**config.mk**
```make
export PLATFORM = sky130hd
export DESIGN_NAME = lrf_fuse_sequencer
export DESIGN_NICKNAME = d
export VERILOG_FILES = /design/src/rtl/lrf_fuse_sequencer.sv
export SDC_FILE = /design/constraint.sdc
export NUM_CORES = 1
export LEC_CHECK = 0
export CAP_MARGIN = 20
export CELL_PAD_IN_SITES_DETAIL_PLACEMENT = 1
export CELL_PAD_IN_SITES_GLOBAL_PLACEMENT = 1
export CORE_UTILIZATION = 42
export CTS_CLUSTER_DIAMETER = 120
export DETAILED_ROUTE_END_ITERATION = 8
export PLACE_DENSITY_LB_ADDON = 0.2
export SLEW_MARGIN = 15
export SYNTH_ARGS = -nofsm -noshare
export SYNTH_HDL_FRONTEND = slang
export SYNTH_SLANG_ARGS = --single-unit
```
**constraint.sdc**
```tcl
create_clock -name s_axis_aclk -period 2.2 [get_ports s_axis_aclk]
set_input_delay 0.44 -clock s_axis_aclk [delete_from_list [all_inputs] [get_ports s_axis_aclk]]
set_output_delay 0.44 -clock s_axis_aclk [all_outputs]
set_load 0.01 [all_outputs]
```
**src/rtl/lrf_fuse_sequencer.sv**
```systemverilog
// lrf_fuse_sequencer
//   Control-plane sequencer for the LRF multi-frame fusion datapath. Owns the
//   AXI-Stream handshake, generates the datapath step enable, tracks the beat
//   and frame position inside a fusion group, drives the running-average
//   buffer opcodes and carries a {valid,last} token alongside the datapath so
//   only the fused output frame is marked valid. Each group end drains the
//   pipeline (FLUSH) before new input is accepted.
//
// Ports
//   s_axis_aclk / s_axis_areset : clock, async active-high reset
//   s_axis_tvalid/tready/tlast  : input stream handshake (tlast is checked only)
//   m_axis_tready/tvalid/tlast  : fused output stream handshake
//   step                        : datapath advance enable (combinational)
//   beat_idx, frame_idx         : position of the current input beat
//   first_frame                 : frame_idx == 0
//   avg_load, avg_sub           : running-average buffer opcodes
//   tlast_err                   : sticky upstream framing mismatch
//   busy                        : sequencer not idle
module lrf_fuse_sequencer #(
  parameter int PIXELS_PER_BEAT  = 16,
  parameter int IMAGE_DIM        = 512,
  parameter int N_FUSE_COUNT     = 4,
  parameter int PIPELINE_DELAY   = 21,
  localparam int BEATS_PER_IMAGE = IMAGE_DIM*IMAGE_DIM/PIXELS_PER_BEAT,
  localparam int NB              = $clog2(BEATS_PER_IMAGE)
) (
  input  logic                    s_axis_aclk,
  input  logic                    s_axis_areset,
  input  logic                    s_axis_tvalid,
  output logic                    s_axis_tready,
  input  logic                    s_axis_tlast,
  input  logic                    m_axis_tready,
  output logic                    m_axis_tvalid,
  output logic                    m_axis_tlast,
  output logic                    step,
  output logic [NB-1:0]           beat_idx,
  output logic [N_FUSE_COUNT-1:0] frame_idx,
  output logic                    first_frame,
  output logic                    avg_load,
  output logic                    avg_sub,
  output logic                    tlast_err,
  output logic                    busy
);

  localparam int FUSE_COUNT = 1 << N_FUSE_COUNT;
  localparam int FW         = $clog2(PIPELINE_DELAY + 1);
  localparam logic [NB-1:0]           LAST_BEAT  = NB'(BEATS_PER_IMAGE - 1);
  localparam logic [N_FUSE_COUNT-1:0] LAST_FRAME = N_FUSE_COUNT'(FUSE_COUNT - 1);
  localparam logic [FW-1:0]           FLUSH_LAST = FW'(PIPELINE_DELAY - 1);

  typedef enum logic [1:0] {IDLE, RUN, FLUSH} state_t;

  typedef struct packed {
    logic v;
    logic l;
  } tok_t;

  state_t                   r_state, w_state_nxt;
  logic [NB-1:0]            r_beat;
  logic [N_FUSE_COUNT-1:0]  r_frame;
  logic                     r_avg_load, r_avg_sub, r_tlast_err;
  logic [FW-1:0]            r_flush_cnt;
  tok_t [PIPELINE_DELAY-1:0] r_pipe;

  logic w_accept, w_beat_wrap, w_frame_last;
  tok_t w_head;

  assign w_beat_wrap  = (r_beat == LAST_BEAT);
  assign w_frame_last = (r_frame == LAST_FRAME);

  // Handshake, step and next state. In FLUSH the datapath keeps stepping on
  // downstream ready alone so the last fused beats drain out.
  always_comb begin
    s_axis_tready = 1'b0;
    step          = 1'b0;
    w_accept      = 1'b0;
    w_state_nxt   = r_state;
    w_head        = '0;
    case (r_state)
      IDLE, RUN: begin
        s_axis_tready = m_axis_tready;
        step          = s_axis_tvalid & m_axis_tready;
        w_accept      = step;
        if (w_accept)
          w_state_nxt = (w_beat_wrap && w_frame_last) ? FLUSH : RUN;
      end
      FLUSH: begin
        step = m_axis_tready;
        if (step && r_flush_cnt == FLUSH_LAST)
          w_state_nxt = IDLE;
      end
      default: w_state_nxt = IDLE;
    endcase
    // Only beats of the last group frame produce a fused output; FLUSH shifts zeros.
    w_head.v = w_accept & w_frame_last;
    w_head.l = w_accept & w_frame_last & w_beat_wrap;
  end

  always_ff @(posedge s_axis_aclk or posedge s_axis_areset) begin
    if (s_axis_areset) begin
      r_state     <= IDLE;
      r_beat      <= '0;
      r_frame     <= '0;
      r_avg_load  <= 1'b1;
      r_avg_sub   <= 1'b1;
      r_tlast_err <= 1'b0;
      r_flush_cnt <= '0;
      r_pipe      <= '0;
    end else begin
      r_state <= w_state_nxt;
      if (w_accept) begin
        if (s_axis_tlast != w_beat_wrap)
          r_tlast_err <= 1'b1;
        if (w_beat_wrap) begin
          r_beat     <= '0;
          r_frame    <= w_frame_last ? '0 : r_frame + 1'b1;
          r_avg_load <= 1'b0;
          r_avg_sub  <= ~r_avg_sub;
        end else begin
          r_beat <= r_beat + 1'b1;
        end
      end
      if (r_state == FLUSH && step)
        r_flush_cnt <= (r_flush_cnt == FLUSH_LAST) ? '0 : r_flush_cnt + 1'b1;
      // Token pipe moves in lockstep with the datapath; no step means hold.
      if (step) begin
        r_pipe[0] <= w_head;
        for (int i = 1; i < PIPELINE_DELAY; i++)
          r_pipe[i] <= r_pipe[i-1];
      end
    end
  end

  assign m_axis_tvalid = r_pipe[PIPELINE_DELAY-1].v;
  assign m_axis_tlast  = r_pipe[PIPELINE_DELAY-1].l;
  assign beat_idx      = r_beat;
  assign frame_idx     = r_frame;
  assign first_frame   = (r_frame == '0);
  assign avg_load      = r_avg_load;
  assign avg_sub       = r_avg_sub;
  assign tlast_err     = r_tlast_err;
  assign busy          = (r_state != IDLE);

endmodule

```
==> results.md, run 1 <==
| Item | Reported | Unit |
|:---|:---|:---|
| Max-capacitance violation count | 0 | - |
| Area growth, synth to finish | 20.0 | % |
| Sequential share of the synthesized area | 54.5 | % |
| Number of synthesis warnings | 0 | - |
| Cell area after synthesis | 0.00322 | mm2 |
| Standard cell core area | 0.00733 | mm2 |
| Number of nets in the synthesized netlist | 241 | - |
| Maximum number of pins on one net before global-route repair | 43 | - |
| Routed length on met2 | 2870 | um |
| Leading area contributor after synthesis | dfrtp_1 | - |
| Final number of hold-violating endpoints | 0 | - |
| Power per cell area | 829 | mW/mm2 |
| Syn avg cell area | 13.9 | um2 |
| Total number of vias | 1,932 | - |
| Actual slew at the worst max-slew pin | 695 | ps |
| Final worst clock skew | 8.89 | ps |
| Placed Cells | 365 | - |
| Placement row count | 31 | - |
| Share of the synthesized area in the top cell type | 52.8 | % |
| Vias in the first global route | 2,075 | - |
| Boundary Pins | 32 | - |
| Layout cell share with drive strength beyond 1 | 28.7 | % |
| Register bit total from synthesis | 70 | - |
| Wire per inst | 15.7 | um |
| Data arrival, critical path | 1600 | ps |
| Final std cells w/o fill | 381 | - |
| Largest buffer count on any clock path | 2 | - |
| Synth area leaders | dfrtp_1 53%, mux2_4 17%, xnor2_1 2.7% | - |
| Worst supply voltage drop on vdd | 0.480 | mV |
| Hold crit path type | in2async | - |
| Leak | 1.82 | nW |
| Number of endpoints failing setup at the final stage | 0 | - |
| Routed via count divided by cell count | 5.07 | - |
| Die X | 89.6 | um |
| RSZ-0062 raised after global routing | false | - |
| Number of nets with antenna violations after routing | 0 | - |
| Post-CTS Setup Inserts | 0 | - |
| Number of design rule violations left after detail routing | 0 | - |
| Root Buffer | clkbuf_8 | - |
| TritonCTS clock tree | done | - |
| Length of routed met3 wiring | 211 | um |
| Commonest non-fill, non-tap cell in the layout | dfrtp_1 | - |
| Vertical die dimension | 89.6 | um |
| Kind of start point of the critical path | flip-flop | - |
| Top routing layer in use | met4 | - |
| Drt first-iter violations | 64 | - |
| Die Area | 0.00802 | mm2 |
| Number of diodes added for antenna fixing | 0 | - |
| Ratio of final minimum period to clock period | 92.9 | % |
| Count of buffers from port buffering | 31 | - |
| Count of mapped cells out of synthesis | 231 | - |
| Number of distinct library cells after synthesis | 40 | - |
| Type of destination of the critical path | output pin | - |
| Wire length of the first global-routing pass | 10,300 | um |
| HPWL Detailed | 3960 | um |
| Total routed wirelength | 5980 | um |
| Type of the worst setup path | reg2out | - |
| Clock slew seen by the registers of the worst setup and hold paths | 80 | ps |
| Overflow after GRT | 0 | - |
| Fmax | 489 | MHz |
| Final critical delay including setup and external delays | 2040 | ps |
| Result of the run | complete, no violations | - |
| CP Data Required Time | 1760 | ps |
| Post-Place Setup Slack | -220 | ps |
| Met1 Routed Length | 2790 | um |
| Final WS setup | 156 | ps |
| Overall routing resource usage | 17.6 | % |
| Number of clock buffers inserted by TritonCTS | 9 | - |
| CTS H-tree depth | 3 | - |
| Number of antenna violations at the first check in global routing | 0 | - |
| Max-slew violation count | 0 | - |
| Clock latency of the later-clocked register in the worst-skew pair | 350 | ps |
| Top fanout value on the critical path | 8 | - |
| Routability congestion estimate | 0.734 | - |
| Initial core utilization | 43.9 | % |
| Max-slew headroom at the worst pin | 53.7 | % |
| CTS sink count | 70 | - |
| Post-layout net count | 287 | - |
| Highest-count cells in the layout ignoring fill and taps | 68 x dfrtp_1, 37 x mux2_4, 28 x clkdlybuf4s50_1 | - |
| First-pass detailed-route iteration total | 4 | - |
[layer usage]
layer	vias to the layer above	track usage, %
met2	31	27.5
met5	-	0
met4	0	8.66
met3	9	4.89
met1	997	22.5
li1	895	-
[logic make-up (layout without fill, tap and decap cells)]
logic type                 count (synthesis)  after routing  share of synthesized area (%)
xor gates and xnor gates                  17             17                           4.62
adders and majority gates                  5              5                           1.94
DFF                                       70             70                           54.5
muxes                                     41             41                           18.6
AOI/OAI and AO/OA                         17             17                           3.65
buffers and inverters                     19             70                           4.70
and+or+nand+nor                           62             62                           12.0
[metrics by stage]
step	hold slack [ps]	TNS (ps)	utilization, %	area, um2	power, mW
after floorplan	475	0	-	3220	1.96
after global routing	485	0	52.7	3870	3.36
after global placement	443	-5520	50.0	3660	2.13
after CTS	476	0	52.8	3870	3.25
after detailed placement	453	-6640	50.0	3660	2.15
final	465	0	52.7	3870	3.20
[power breakdown]
part           leakage [nW]  internal, mW  switching [mW]  total (mW)
clock network         0.103         0.562           0.519        1.08
registers             0.927          1.46           0.160        1.62
logic                 0.794         0.318           0.185       0.503
total                  1.82          2.34           0.864        3.20
[timing repair]
item,in CTS,in global routing
hold endpoints to repair,0,0
gates resized for setup,3,2
gates cloned,0,0
hold buffers,0,0
pin swaps,0,0
endpoints found under the setup margin,2,2
[final timing paths]
check                              start    endpoint  slack (ps)  cells after the start
setup / recovery              r_state[1]        busy         160                      2
hold / removal             s_axis_areset   r_pipe[2]         460                      2
setup reg to reg              r_state[1]  r_pipe[27]         270                      4
hold reg to reg                tlast_err   tlast_err         470                      1
max in group asynchronous  s_axis_areset  r_pipe[28]        1230                      3
min in group s_axis_aclk       tlast_err   tlast_err         470                      1
[state kept, by name (all words and copies together), names as in the netlist]
signal         flops
r_state            2
beat_idx          14
tlast_err          1
r_pipe            40
avg_load           1
r_flush_cnt        5
m_axis_tlast       1
avg_sub            1
frame_idx          4
m_axis_tvalid      1
[Yosys cell counts, drive strengths merged]
library cell	n
dfrtp	68
mux2	41
inv	11
nor2	11
xnor2	10
nand3	9
nand2	8
nand4	8
xor2	7
a21o	6
buf	6
nor3	6
ha	5
nor4	4
o21ai	3
o31ai	3
and2	2
and3b	2
clkbuf	2
dfstp	2
nand3b	2
nor3b	2
o22ai	2
or2	2
or3	2
a21oi	1
a311oi	1
and2b	1
and3	1
nor2b	1
o41ai	1
or4	1
[final cells by class]
cell class                      count  area (um2)
Clock buffer                       10         138
Tap cell                           99         124
Clock inverter                      6        68.8
Multi-Input combinational cell    142        1320
Fill cell                         722        3460
Inverter                           11        45.0
Sequential cell                    70        1750
Timing Repair Buffer               43         422
[worst max-delay path: stages (launching register included)]
cell and delay [ps]:
dfrtp_1 450, or2_2 320, clkdlybuf4s50_1 480
No activity file was read; power rests on OpenSTA's default activity.
==> run 2: changes to the inputs <==
- CORE_MARGIN: not set -> 2
- CORE_UTILIZATION: 42 -> 47
- SETUP_SLACK_MARGIN: not set -> 0.2
- clock period: 2.2 -> 2.3 ns (I/O delays scaled with it)
==> run 2 against run 1 <==
Critical path depth did not move. Die area fell by 6.1%. Register-to-register slack better by 150 ps. Global-route usage increased by 0.36 points. Setup slack better by 110 ps. First-iteration DRC count decreased by 17%. Sequential power shrank 4%. Final area down 1.2%. Sequential share of layout area up 0.60 points. Cell count fell by 5.0%. Largest cell class unchanged.
==> results.md, run 2 (same netlist as run 1, synthesis figures left out) <==
| Item | Reported | Unit |
|:---|:---|:---|
| Placed Cells | 346 | - |
| Maximum number of pins on one net before global-route repair | 29 | - |
| Number of design rule violations left after detail routing | 0 | - |
| CTS H-tree depth | 3 | - |
| Routability congestion estimate | 0.752 | - |
| Clock latency of the later-clocked register in the worst-skew pair | 350 | ps |
| Type of the worst setup path | reg2out | - |
| Post-layout net count | 287 | - |
| Final critical delay including setup and external delays | 2040 | ps |
| Commonest non-fill, non-tap cell in the layout | dfrtp_1 | - |
| Vias in the first global route | 2,062 | - |
| Slowest cell on the critical path | clkdlybuf4s50_1 | - |
| CTS sink count | 70 | - |
| Number of clock buffers inserted by TritonCTS | 9 | - |
| Initial core utilization | 47.9 | % |
| CP Data Required Time | 1840 | ps |
| Capture instance of the worst register-to-register path | frame_idx[3] | - |
| Number of cells on the worst hold path | 1 | - |
| Worst supply voltage drop on vdd | 0.377 | mV |
| Total routed wirelength | 6040 | um |
| Number of diodes added for antenna fixing | 0 | - |
| Cell count of the worst reg-to-reg path | 6 | - |
| Layout cell share with drive strength beyond 1 | 29.4 | % |
| Number of endpoints failing setup at the final stage | 0 | - |
| Biggest register | r_pipe | - |
| Worst-path cell chain | or2_2 > clkdlybuf4s50_1 | - |
| Largest buffer count on any clock path | 2 | - |
| Startpoint of the most critical hold path | tlast_err | - |
| Crit path max-delay family | buffers and inverters | - |
| Count of buffers from port buffering | 31 | - |
| HPWL Detailed | 4050 | um |
| Placement row count | 30 | - |
| Reg2reg setup slack | 420 | ps |
| Leak | 1.81 | nW |
| Number of nets with antenna violations after routing | 0 | - |
| Boundary Pins | 32 | - |
| Delay of the slowest cell on the worst path | 470 | ps |
| Drt first-iter violations | 53 | - |
| Die X | 86.8 | um |
| Fmax | 491 | MHz |
| Buffer and inverter count on the worst path | 1 | - |
| Kind of start point of the critical path | flip-flop | - |
| Overflow after GRT | 0 | - |
| Type of destination of the critical path | output pin | - |
| Total number of vias | 1,915 | - |
| Setup crit start | r_state[1] | - |
| Final std cells w/o fill | 362 | - |
| Clock slew seen by the registers of the worst setup and hold paths | 80 | ps |
| Wire length of the first global-routing pass | 10,200 | um |
| Overall routing resource usage | 18.0 | % |
| TritonCTS clock tree | done | - |
| Result of the run | complete, no violations | - |
| First-pass detailed-route iteration total | 4 | - |
| Final number of hold-violating endpoints | 0 | - |
| Max-capacitance violation count | 0 | - |
| Hold_buf cts | 0 | - |
| Area growth, synth to finish | 18.6 | % |
| Max reg flops | 40 | - |
| Die Area | 0.00753 | mm2 |
| Vertical die dimension | 86.8 | um |
| Power per cell area | 795 | mW/mm2 |
| Actual slew at the worst max-slew pin | 591 | ps |
| Number of antenna violations at the first check in global routing | 0 | - |
| Total Power | 3.04 | mW |
| Launch instance of the worst register-to-register path | beat_idx[1] | - |
| Top fanout value on the critical path | 8 | - |
| RSZ-0062 raised after global routing | false | - |
| Data arrival, critical path | 1580 | ps |
| Final worst clock skew | 8.69 | ps |
| Standard cell core area | 0.00672 | mm2 |
| Post-CTS Setup Inserts | 0 | - |
| Max-slew violation count | 0 | - |
| Ratio of final minimum period to clock period | 88.6 | % |
| WHS Endpoint | tlast_err | - |
| Hold crit path type | reg2reg | - |
| Max-slew headroom at the worst pin | 60.5 | % |
| Smallest hold slack | 474 | ps |
| Highest-count cells in the layout ignoring fill and taps | 66 x dfrtp_1, 37 x mux2_4, 28 x clkdlybuf4s50_1 | - |
| Wire per inst | 16.7 | um |
| Root Buffer | clkbuf_8 | - |
| Routed via count divided by cell count | 5.29 | - |
run 2: cell count changes in the layout (fill, tap and decap cells not counted):
cell / before / now
buf_12: 2 / 1
buf_4: 10 / 11
clkinv_2: 1 / 3
dfrtp_1: 68 / 66
dfrtp_2: 0 / 2
dlygate4sd2_1: 1 / 2
dlymetal6s2s_1: 1 / 0
inv_6: 2 / 0
run 2: layout make-up:
cell class              count  area, um2
clock buffers              10        138
clock inverters             6       61.3
fillers                   681       2900
inverters                  11       45.0
multi-input cells         142       1320
flip-flops and latches     70       1760
well taps                  80        100
repair buffers             43        405
run 2: worst max-delay path by stage:
| stage | endpoint | cells after the start |
|---|---|---|
| final | busy | 2 |
| after global routing | first_frame | 4 |
| after CTS | step | 4 |
| after detailed placement | step | 4 |
| after global placement | step | 4 |
| after floorplan | step | 5 |
run 2: timing repair:
item	4_1_cts	5_1_grt
gates cloned	0	0
endpoints found under the setup margin	3	3
gates resized for setup	3	4
run 2: worst register-to-register path, delay by kind of cell (launching register included):
kind | cells | cell delay [ps]
AO/OA/AOI/OAI | 1 | 240
adder cells (fa/ha/maj) | 1 | 230
buffers and inverters | 1 | 200
flip-flops | 1 | 480
AND/OR/NAND/NOR | 3 | 630
run 2: stage by stage:
step | setup TNS [ps] | area (um2) | setup slack, ps | util [%]
4_1_cts | 0 | 3820 | 101 | 56.9
6_report | 0 | 3820 | 263 | 56.9
3_5_place_dp | -161 | 3630 | -161 | 54.0
3_3_place_gp | -149 | 3630 | -149 | 54.0
2_1_floorplan | 0 | 3220 | 545 | -
5_1_grt | 0 | 3820 | 205 | 56.9
run 2: power by group:
part / total [mW] / internal, mW / switching [mW] / leakage [nW]
Clock: 1.00 / 0.526 / 0.476 / 0.102
Combinational: 0.489 / 0.305 / 0.184 / 0.783
Sequential: 1.55 / 1.40 / 0.151 / 0.924
Total: 3.04 / 2.23 / 0.811 / 1.81
run 2: layer usage:
layer	global-route usage (%)	vias up	part of all wire, %
li1	-	897	-
met1	24.5	979	49
met2	26.3	28	46
met3	4.38	11	2.8
met4	9.80	0	2.4
met5	0	-	0
==> run 3: changes to the inputs <==
- CORE_UTILIZATION: 47 -> 40
==> run 3 against run 2 <==
Total power shrank 0.35%. Critical path depth increased by 2. Utilization decreased by 7.6 points. Global-route usage fell by 2.3 points. First-iteration DRC count is 3.8% higher. Wire length grew 0.94%. Die area up 17%.
==> results.md, run 3 (same netlist as run 1, synthesis figures left out) <==
| Item | Reported | Unit |
|:---|:---|:---|
| Worst supply voltage drop on vdd | 0.466 | mV |
| Largest buffer count on any clock path | 2 | - |
| Initial core utilization | 41.5 | % |
| Fmax | 480 | MHz |
| Maximum number of pins on one net before global-route repair | 71 | - |
| Commonest non-fill, non-tap cell in the layout | dfrtp_1 | - |
| Final critical delay including setup and external delays | 2080 | ps |
| Result of the run | complete, no violations | - |
| Clock latency of the later-clocked register in the worst-skew pair | 340 | ps |
| Max-slew headroom at the worst pin | 65.6 | % |
| Max-slew violation count | 0 | - |
| Layout cell share with drive strength beyond 1 | 27.7 | % |
| Area growth, synth to finish | 18.8 | % |
| Post-Place Setup Slack | -198 | ps |
| Accumulated negative setup slack | 0 | ps |
| Data arrival, critical path | 1620 | ps |
| Placed Cells | 364 | - |
| Type of destination of the critical path | output pin | - |
| Number of nets with antenna violations after routing | 0 | - |
| HPWL Detailed | 4000 | um |
| Drt first-iter violations | 55 | - |
| TritonCTS clock tree | done | - |
| Number of clock buffers inserted by TritonCTS | 9 | - |
| Wire length of the first global-routing pass | 10,600 | um |
| Clock slew seen by the registers of the worst setup and hold paths | 80 | ps |
| Routed via count divided by cell count | 4.91 | - |
| Kind of start point of the critical path | input pin | - |
| First-pass detailed-route iteration total | 4 | - |
| Number of diodes added for antenna fixing | 0 | - |
| Placement row count | 32 | - |
| Count of buffers from port buffering | 31 | - |
| Number of endpoints failing setup at the final stage | 0 | - |
| Boundary Pins | 32 | - |
| CTS sink count | 70 | - |
| Number of design rule violations left after detail routing | 0 | - |
| Total routed wirelength | 6100 | um |
| Standard cell core area | 0.00777 | mm2 |
| Highest-count cells in the layout ignoring fill and taps | 66 x dfrtp_1, 37 x mux2_4, 28 x clkdlybuf4s50_1 | - |
| Hold crit path type | reg2reg | - |
| Total number of vias | 1,867 | - |
| Biggest register | r_pipe | - |
| CP Data Required Time | 1840 | ps |
| Vertical die dimension | 93.7 | um |
| Top fanout value on the critical path | 3 | - |
| Number of antenna violations at the first check in global routing | 0 | - |
| Routability congestion estimate | 0.738 | - |
| Root Buffer | clkbuf_8 | - |
| Wire per inst | 16.0 | um |
| Overflow after GRT | 0 | - |
| Power per cell area | 792 | mW/mm2 |
| Post-layout net count | 283 | - |
| Die X | 93.7 | um |
| Vias in the first global route | 2,118 | - |
| Type of the worst setup path | in2out | - |
| Final std cells w/o fill | 380 | - |
| Total Power | 3.03 | mW |
| Leak | 1.78 | nW |
| Final WS setup | 216 | ps |
| Max reg flops | 40 | - |
| Max-capacitance violation count | 0 | - |
| CTS H-tree depth | 3 | - |
| RSZ-0062 raised after global routing | true | - |
| Actual slew at the worst max-slew pin | 515 | ps |
| Ratio of final minimum period to clock period | 90.6 | % |
| Final worst clock skew | 9.23 | ps |
| Hold_buf cts | 0 | - |
| Die Area | 0.00879 | mm2 |
| Final number of hold-violating endpoints | 0 | - |
| Overall routing resource usage | 15.7 | % |
| Filler cell count | 813 | - |
## run 3: cell types whose count changed in the layout (fill, tap and decap cells not counted), sizes merged
cell,before,now
clkinv,4,0
buf,12,8
inv,10,12
clkbuf,11,10
clkdlybuf4s15,0,1
clkinvlp,2,4
## run 3: final cells by class
type | count | area, um2 | area share (%)
clock inverters | 6 | 70.1 | 1.83
multi-input cells | 142 | 1320 | 34.4
clock buffers | 10 | 128 | 3.34
inverters | 11 | 45.0 | 1.18
flip-flops and latches | 70 | 1760 | 45.9
well taps | 102 | 128 | 3.34
repair buffers | 39 | 380 | 9.94
## run 3: final timing paths
| check | start | depth (start not counted) | end | slack [ps] |
|---|---|---|---|---|
| setup / recovery | s_axis_tvalid | 4 | step | 220 |
| hold / removal | tlast_err | 1 | tlast_err | 490 |
| setup reg to reg | beat_idx[0] | 5 | frame_idx[0] | 400 |
| hold reg to reg | tlast_err | 1 | tlast_err | 490 |
| max in group asynchronous | s_axis_areset | 3 | avg_load | 1400 |
| min in group asynchronous | s_axis_areset | 3 | r_pipe[18] | 560 |
## run 3: critical path, stage by stage
cell             delay, ps
clkdlybuf4s50_1        440
and3b_1                210
or2_4                  270
clkdlybuf4s15_1        240
## run 3: metal layers
layer	vias to the layer above	global-route usage [%]	routed length (um)	part of all wire [%]
met1	948	19.9	2800	46
met4	0	4.71	64	1.0
li1	889	-	-	-
met2	23	25.8	3070	50
met5	-	0	0	0
met3	7	4.82	162	2.7
## run 3: through the flow
step / hold WS, ps / util, % / area [um2]
4_1_cts: 498 / 49.2 / 3820
3_3_place_gp: 449 / 46.7 / 3620
2_1_floorplan: 475 / - / 3220
3_5_place_dp: 478 / 46.7 / 3620
5_1_grt: 502 / 49.2 / 3820
6_report: 492 / 49.2 / 3820
## run 3: power breakdown
group	total [mW]	switching, mW	internal (mW)
registers	1.55	0.159	1.40
clock network	1.01	0.500	0.509
logic	0.464	0.169	0.295
total	3.03	0.828	2.20
## run 3: what timing repair did
| action | 4_1_cts | 5_1_grt |
|---|---|---|
| cloned | 0 | 0 |
| endpoints found under the setup margin | 3 | 3 |
| buffers inserted | 0 | 0 |
| resized for setup | 3 | 4 |
